==> src/rtl/lava_pkg.sv <==
// Shared types and fixed-point constants for the metaball rasteriser.
// Q17.15 positions/field values, RGB444 colours, raster FSM states.
package lava_pkg;

  localparam int          FRAC_W = 15;
  localparam logic [31:0] FX_ONE = 32'h0000_8000;

  typedef logic [11:0] rgb444_t;
  typedef logic [31:0] fx_t;

  typedef enum logic [2:0] {
    ST_IDLE,
    ST_STROBE,
    ST_GUARD,
    ST_WAIT,
    ST_WRITE,
    ST_SWAP
  } raster_state_t;

endpackage

==> src/rtl/metaball_raster_field_quant.sv <==
// Saturating sum of all engine fields, quantised to a palette colour.
// Highest passing threshold wins; below the first threshold is black.
module field_quant
  import lava_pkg::*;
#(
  parameter int N_BALLS = 2,
  parameter int LEVELS  = 4
) (
  input  logic [N_BALLS*32-1:0] ball_val_i,
  input  logic [LEVELS*32-1:0]  thresh_i,
  input  logic [LEVELS*12-1:0]  palette_i,
  output rgb444_t               colour_o
);

  logic [35:0] acc;
  fx_t         sum;

  // Wide accumulate, then clamp anything past 32 bits
  always_comb begin
    acc = '0;
    for (int i = 0; i < N_BALLS; i++) begin
      acc = acc + {4'b0000, ball_val_i[32*i +: 32]};
    end
    sum = (|acc[35:32]) ? 32'hFFFF_FFFF : acc[31:0];
  end

  // Later entries override earlier ones: highest index that passes
  always_comb begin
    colour_o = '0;
    for (int i = 0; i < LEVELS; i++) begin
      if (sum >= thresh_i[32*i +: 32]) begin
        colour_o = palette_i[12*i +: 12];
      end
    end
  end

endmodule

==> src/rtl/metaball_raster.sv <==
// On-demand column-major raster of summed metaball fields into
// top/bottom RGB444 half-buffers, with a swap pulse per frame.
module metaball_raster
  import lava_pkg::*;
#(
  parameter int N_BALLS = 2,
  parameter int COLS    = 32,
  parameter int ROWS    = 64,
  parameter int LEVELS  = 4,
  parameter int ADDR_W  = $clog2(COLS*ROWS/2)
) (
  input  logic                  clk,
  input  logic                  rst_n,
  input  logic                  frame_go,
  input  logic [N_BALLS-1:0]    ball_vld,
  input  logic [N_BALLS*32-1:0] ball_val,
  input  logic [LEVELS*32-1:0]  thresh,
  input  logic [LEVELS*12-1:0]  palette,
  output logic                  px_stb,
  output logic [31:0]           p_x,
  output logic [31:0]           p_y,
  output logic                  w_en_top,
  output logic                  w_en_btm,
  output logic [ADDR_W-1:0]     w_addr,
  output logic [11:0]           din,
  output logic                  swap_en,
  output logic                  busy
);

  localparam int HALF = ROWS / 2;
  localparam int XW   = (COLS > 1) ? $clog2(COLS) : 1;
  localparam int YW   = (ROWS > 1) ? $clog2(ROWS) : 1;

  raster_state_t state_q, state_d;
  logic          pend_q, pend_d;
  logic [XW-1:0] x_q, x_d;
  logic [YW-1:0] y_q, y_d;
  rgb444_t       col_q, col_d;

  rgb444_t       quant_col;
  logic          last_px;
  logic          top;
  logic          wr;
  logic [YW-1:0] y_half;

  field_quant #(
    .N_BALLS (N_BALLS),
    .LEVELS  (LEVELS)
  ) u_quant (
    .ball_val_i (ball_val),
    .thresh_i   (thresh),
    .palette_i  (palette),
    .colour_o   (quant_col)
  );

  assign last_px = (x_q == XW'(COLS - 1)) && (y_q == YW'(ROWS - 1));

  // Raster sequencing: start, strobe engines, wait, write, advance
  always_comb begin
    state_d = state_q;
    pend_d  = pend_q | (frame_go && (state_q != ST_IDLE));
    x_d     = x_q;
    y_d     = y_q;
    col_d   = col_q;
    unique case (state_q)
      ST_IDLE: begin
        if (frame_go || pend_q) begin
          pend_d  = 1'b0;
          x_d     = '0;
          y_d     = '0;
          state_d = ST_STROBE;
        end
      end
      ST_STROBE: state_d = ST_GUARD;
      ST_GUARD:  state_d = ST_WAIT;
      ST_WAIT: begin
        if (&ball_vld) begin
          col_d   = quant_col;
          state_d = ST_WRITE;
        end
      end
      ST_WRITE: begin
        if (last_px) begin
          state_d = ST_SWAP;
        end else begin
          state_d = ST_STROBE;
          if (y_q == YW'(ROWS - 1)) begin
            y_d = '0;
            x_d = x_q + 1'b1;
          end else begin
            y_d = y_q + 1'b1;
          end
        end
      end
      ST_SWAP:  state_d = ST_IDLE;
      default:  state_d = ST_IDLE;
    endcase
  end

  // State, pending request, pixel counters and captured colour
  always_ff @(posedge clk or negedge rst_n) begin
    if (!rst_n) begin
      state_q <= ST_IDLE;
      pend_q  <= 1'b0;
      x_q     <= '0;
      y_q     <= '0;
      col_q   <= '0;
    end else begin
      state_q <= state_d;
      pend_q  <= pend_d;
      x_q     <= x_d;
      y_q     <= y_d;
      col_q   <= col_d;
    end
  end

  assign wr     = (state_q == ST_WRITE);
  assign top    = (y_q < YW'(HALF));
  assign y_half = top ? y_q : (y_q - YW'(HALF));

  assign px_stb   = (state_q == ST_STROBE);
  assign swap_en  = (state_q == ST_SWAP);
  assign busy     = (state_q == ST_STROBE) || (state_q == ST_GUARD) ||
                    (state_q == ST_WAIT)   || (state_q == ST_WRITE);
  assign p_x      = fx_t'(x_q) << FRAC_W;
  assign p_y      = fx_t'(y_q) << FRAC_W;
  assign w_en_top = wr & top;
  assign w_en_btm = wr & ~top;
  assign w_addr   = wr ? (ADDR_W'(x_q) * ADDR_W'(HALF) + ADDR_W'(y_half))
                       : '0;
  assign din      = wr ? col_q : '0;

endmodule

==> config.mk <==
export PLATFORM = sky130hd
export DESIGN_NAME = metaball_raster
export DESIGN_NICKNAME = d
export VERILOG_FILES = /design/src/rtl/lava_pkg.sv /design/src/rtl/metaball_raster_field_quant.sv /design/src/rtl/metaball_raster.sv
export SDC_FILE = /design/constraint.sdc
export NUM_CORES = 1
export LEC_CHECK = 0
export CORE_AREA = 2 2 131 133
export CTS_BUF_LIST = sky130_fd_sc_hd__clkbuf_16
export DETAILED_ROUTE_END_ITERATION = 10
export DIE_AREA = 0 0 133 135
export PLACE_DENSITY = 0.82
export SLEW_MARGIN = 20
export SYNTH_ARGS = -nofsm -noshare
export SYNTH_HDL_FRONTEND = slang
export SYNTH_SLANG_ARGS = --single-unit
==> constraint.sdc <==
create_clock -name clk -period 3.4 [get_ports clk]
set_input_delay 0.68 -clock clk [delete_from_list [all_inputs] [get_ports clk]]
set_output_delay 0.68 -clock clk [all_outputs]
set_load 0.01 [all_outputs]
==> impl_metrics.py <==
metrics = {
    "run_status": {
        "run_status": "finished with violations",
        "failing_checks": "setup timing",
    },
    "global_route": {
        "global_route_wire_length_before_repair_um": 44100,
        "groute.usage.overall": 0.305,
        "antenna_violations_before_repair": 3,
        "largest_net_degree_at_the_start_of_global_routing": 34,
        "first_global_vias": 9138,
        "grt-ovfl-total": 0,
    },
    "clocking": {
        "clock_latency_ns": 0.27,
        "clk_root_buffer_cell": "sky130_fd_sc_hd__clkbuf_16",
        "cts-root-to-sink-buffers": 2,
        "worst_setup_hold_path_clk_slew_ns": 0.07,
        "numCtsBuffers": 3,
        "cts.sink_count": 27,
        "htree_num_levels": 1,
        "tritoncts": "yes",
    },
    "timing": {
        "timing.final.setup_violations": 12,
        "worstMarginPinSlew_ns": 0.804,
        "slew_violations": 0,
        "max_freq_mhz": 195,
        "max-slew-margin-rel": 0.464,
        "skew_ns": 0.00371,
        "grt_setup_unrepaired": "true",
        "fin_crit_ns": 5.13,
        "layout_setup_ws_ns": -1.73,
        "final_min_period_over_clock_period": 1.51,
        "fin_setup_tns_ns": -20.25,
        "report.final.hold_viol_count": 0,
    },
    "worst_setup_path": {
        "crit_slowest_cell": "sky130_fd_sc_hd__clkdlybuf4s50_1",
        "critical_path.startpoint_type": "primary input",
        "critical_path_buf_inv_count": 9,
        "kind_of_end_point_of_the_critical_path": "register",
        "worstPathArrival_ns": 5.27,
        "timing.critical_path.required_ns": 3.54,
        "timing.critical_path.cells": "clkdlybuf4s50_1, ha_1, nand2_1, buf_4, or2_2, buf_4, nor2_1, nand2_1, o21ai_1, buf_4, o21ai_1, nor2_1, nand3b_1, buf_4, ha_4, nand4_1, buf_4, nor4_4, a2111oi_4, buf_4, clkinvlp_4, clkbuf_16, a221oi_2, o41ai_2",
        "cp_max_fanout": 5,
        "cpLargestDelayFamily": "buffers and inverters",
        "cp_slowest_stage_delay_ns": 0.44,
        "cpMostUsedCell": "sky130_fd_sc_hd__buf_4",
        "worst-setup-path-type": "primary input to register",
    },
    "floorplan": {
        "die_area_sq_um": 18000,
        "core-area_sq_um": 16400,
        "die_w_um": 133,
        "die_height_um": 135,
        "start_util": 0.427,
        "fp-row-count": 47,
        "io_pins": 336,
    },
    "yosys": {
        "synth.cell_area_sq_um": 7010,
        "synth-main-ff-cell": "sky130_fd_sc_hd__dfrtp_1",
        "synth.distinct_cells": 61,
        "synth_edf_count": 0,
        "yosys-top-cells-count": "sky130_fd_sc_hd__ha_1, sky130_fd_sc_hd__inv_1, sky130_fd_sc_hd__nand2_1",
        "ys_async_sr_fraction": 1.00,
        "syn-mean-instance-area_sq_um": 7.23,
        "ys_top_cells_by_area": "sky130_fd_sc_hd__ha_1, sky130_fd_sc_hd__dfrtp_1, sky130_fd_sc_hd__inv_1",
        "synthesis_stage_register_bit_count": 27,
        "yosysWarningCount": 0,
        "yosysMostFrequentCell": "sky130_fd_sc_hd__ha_1",
        "synth_seq_area_share": 0.0964,
        "postSynthCellCount": 969,
        "yosysTopAreaCell": "sky130_fd_sc_hd__ha_1",
        "synth_top_cell_area_share": 0.291,
    },
    "cells_and_area": {
        "finish.cell_count_without_fillers": 1631,
        "final_layout_size_suffix_gt1_frac": 0.283,
        "nets": 1818,
        "syn2layout_area_growth_pct": 84.6,
    },
    "drt": {
        "drt_pass1_iterations": 5,
        "vias_per_cell": 5.76,
        "met3_wirelength_um": 2730,
        "route.detailed.drc": 0,
        "wire_per_inst_um": 20.4,
        "wl_um": 33300,
        "detailroute.via_count": 9392,
        "met2_wirelength_um": 16400,
        "wl_met1_um": 11400,
        "highest_layer": "met4",
        "postRouteAntennaNets": 0,
        "drtIter0Drc": 623,
    },
    "placed_design": {
        "placed_cells_incl_taps": 1594,
        "detailed_place_hpwl_um": 21800,
        "buffer_ports.inserted": 282,
        "gp_routability_congestion": 0.960,
        "place_ws_ns": -2.53,
    },
    "power_and_ir_drop": {
        "p_leak_nw": 6.12,
        "max_vdd_drop_uv": 288,
        "p_per_area_nw_per_um2": 328,
    },
    "run": {
        "drv.max_cap_violation_count": 0,
    },
    "worst_hold_path": {
        "min-delay-path-class": "register to register",
    },
}
[flip-flops by register name (all words and copies together), names as in the netlist]
name / count
col_q: 12
x_q: 5
pend_q: 1
y_q: 6
state_q: 3
[layer usage]
| layer | vias to the layer above | track usage |
|---|---|---|
| met5 | - | 0 |
| met4 | 0 | 0.155 |
| met3 | 235 | 0.0454 |
| met2 | 679 | 0.570 |
| met1 | 4279 | 0.336 |
| li1 | 4199 | - |
[worst paths after layout]
check                                             from               endpoint  slack, ns  depth (start not counted)
max in group asynchronous                        rst_n   col_q[2]$_DFFE_PN0P_       2.33                          2
worst max-delay path                      ball_val[19]   col_q[9]$_DFFE_PN0P_      -1.73                         24
worst max register to register  state_q[1]$_DFFE_PN0P_     x_q[2]$_DFFE_PN0P_       1.10                          6
worst min register to register   col_q[11]$_DFFE_PN0P_  col_q[11]$_DFFE_PN0P_       0.48                          2
min in group asynchronous                        rst_n     y_q[1]$_DFFE_PN0P_       0.79                          2
worst min-delay path             col_q[11]$_DFFE_PN0P_  col_q[11]$_DFFE_PN0P_       0.48                          2
[tightest hold or removal path, cell delays in order, from the launching register on]
cell and delay, ns:
sky130_fd_sc_hd__dfrtp_1 0.34, sky130_fd_sc_hd__nand2_1 0.06, sky130_fd_sc_hd__o41ai_2 0.05
[repair_timing]
action,in CTS,in global routing
hold endpoints to repair,0,0
endpoints found under the setup margin,12,12
hold buffers,0,0
buffers inserted,13,14
gates cloned,6,1
pin swaps,54,41
gates resized for setup,192,118
[cell usage in the layout (no fill, tap or decap), types with 27 or more instances in the layout]
cell type | synthesis | layout
sky130_fd_sc_hd__ha_1 | 163 | 117
sky130_fd_sc_hd__nor2_1 | 59 | 54
sky130_fd_sc_hd__ha_4 | 0 | 44
sky130_fd_sc_hd__buf_4 | 53 | 155
sky130_fd_sc_hd__a21oi_1 | 80 | 56
sky130_fd_sc_hd__nand2_1 | 122 | 93
sky130_fd_sc_hd__inv_1 | 132 | 130
sky130_fd_sc_hd__dfrtp_1 | 27 | 27
sky130_fd_sc_hd__conb_1 | 1 | 53
sky130_fd_sc_hd__clkdlybuf4s50_1 | 0 | 248
sky130_fd_sc_hd__o21ai_0 | 53 | 27
sky130_fd_sc_hd__and3_1 | 35 | 32
[final cells by class]
type                    count  area [sq um]
inverters                 132           499
diodes                      3          7.51
repair buffers            457          4270
flip-flops and latches     27           676
clock inverters             1          5.00
well taps                 220           275
multi-input cells         788          7130
fillers                   947          3480
clock buffers               3          75.1
[kinds of logic (layout without fill, tap and decap cells)]
kind of cell             Yosys count  after routing  share of synthesized area
AO/OA/AOI/OAI                    242            242                      0.228
flip-flops                        27             27                     0.0964
XOR/XNOR                          29             29                     0.0363
adder cells (fa/ha/maj)          164            164                      0.294
other                              1             56                   0.000535
buffers and inverters            207            593                      0.141
AND/OR/NAND/NOR                  298            299                      0.203
multiplexers                       1              1                    0.00143
[where the power goes]
part | leakage [nW] | total [W] | switching [W] | internal [W]
combinational | 5.73 | 0.00345 | 0.00176 | 0.00170
clock | 0.0409 | 0.000275 | 0.000116 | 0.000159
sequential | 0.348 | 0.000508 | 0.0000891 | 0.000419
[stage by stage]
stage | util | hold slack, ns | power (W) | instance area, sq um
after global placement | 0.682 | 0.448 | 0.00284 | 11200
final | 0.788 | 0.476 | 0.00424 | 12900
after global routing | 0.788 | 0.501 | 0.00447 | 12900
after detailed placement | 0.682 | 0.459 | 0.00293 | 11200
after CTS | 0.746 | 0.475 | 0.00365 | 12200
after floorplan | - | 0.384 | 0.00195 | 7510
Power figures use the tool's default switching activity.
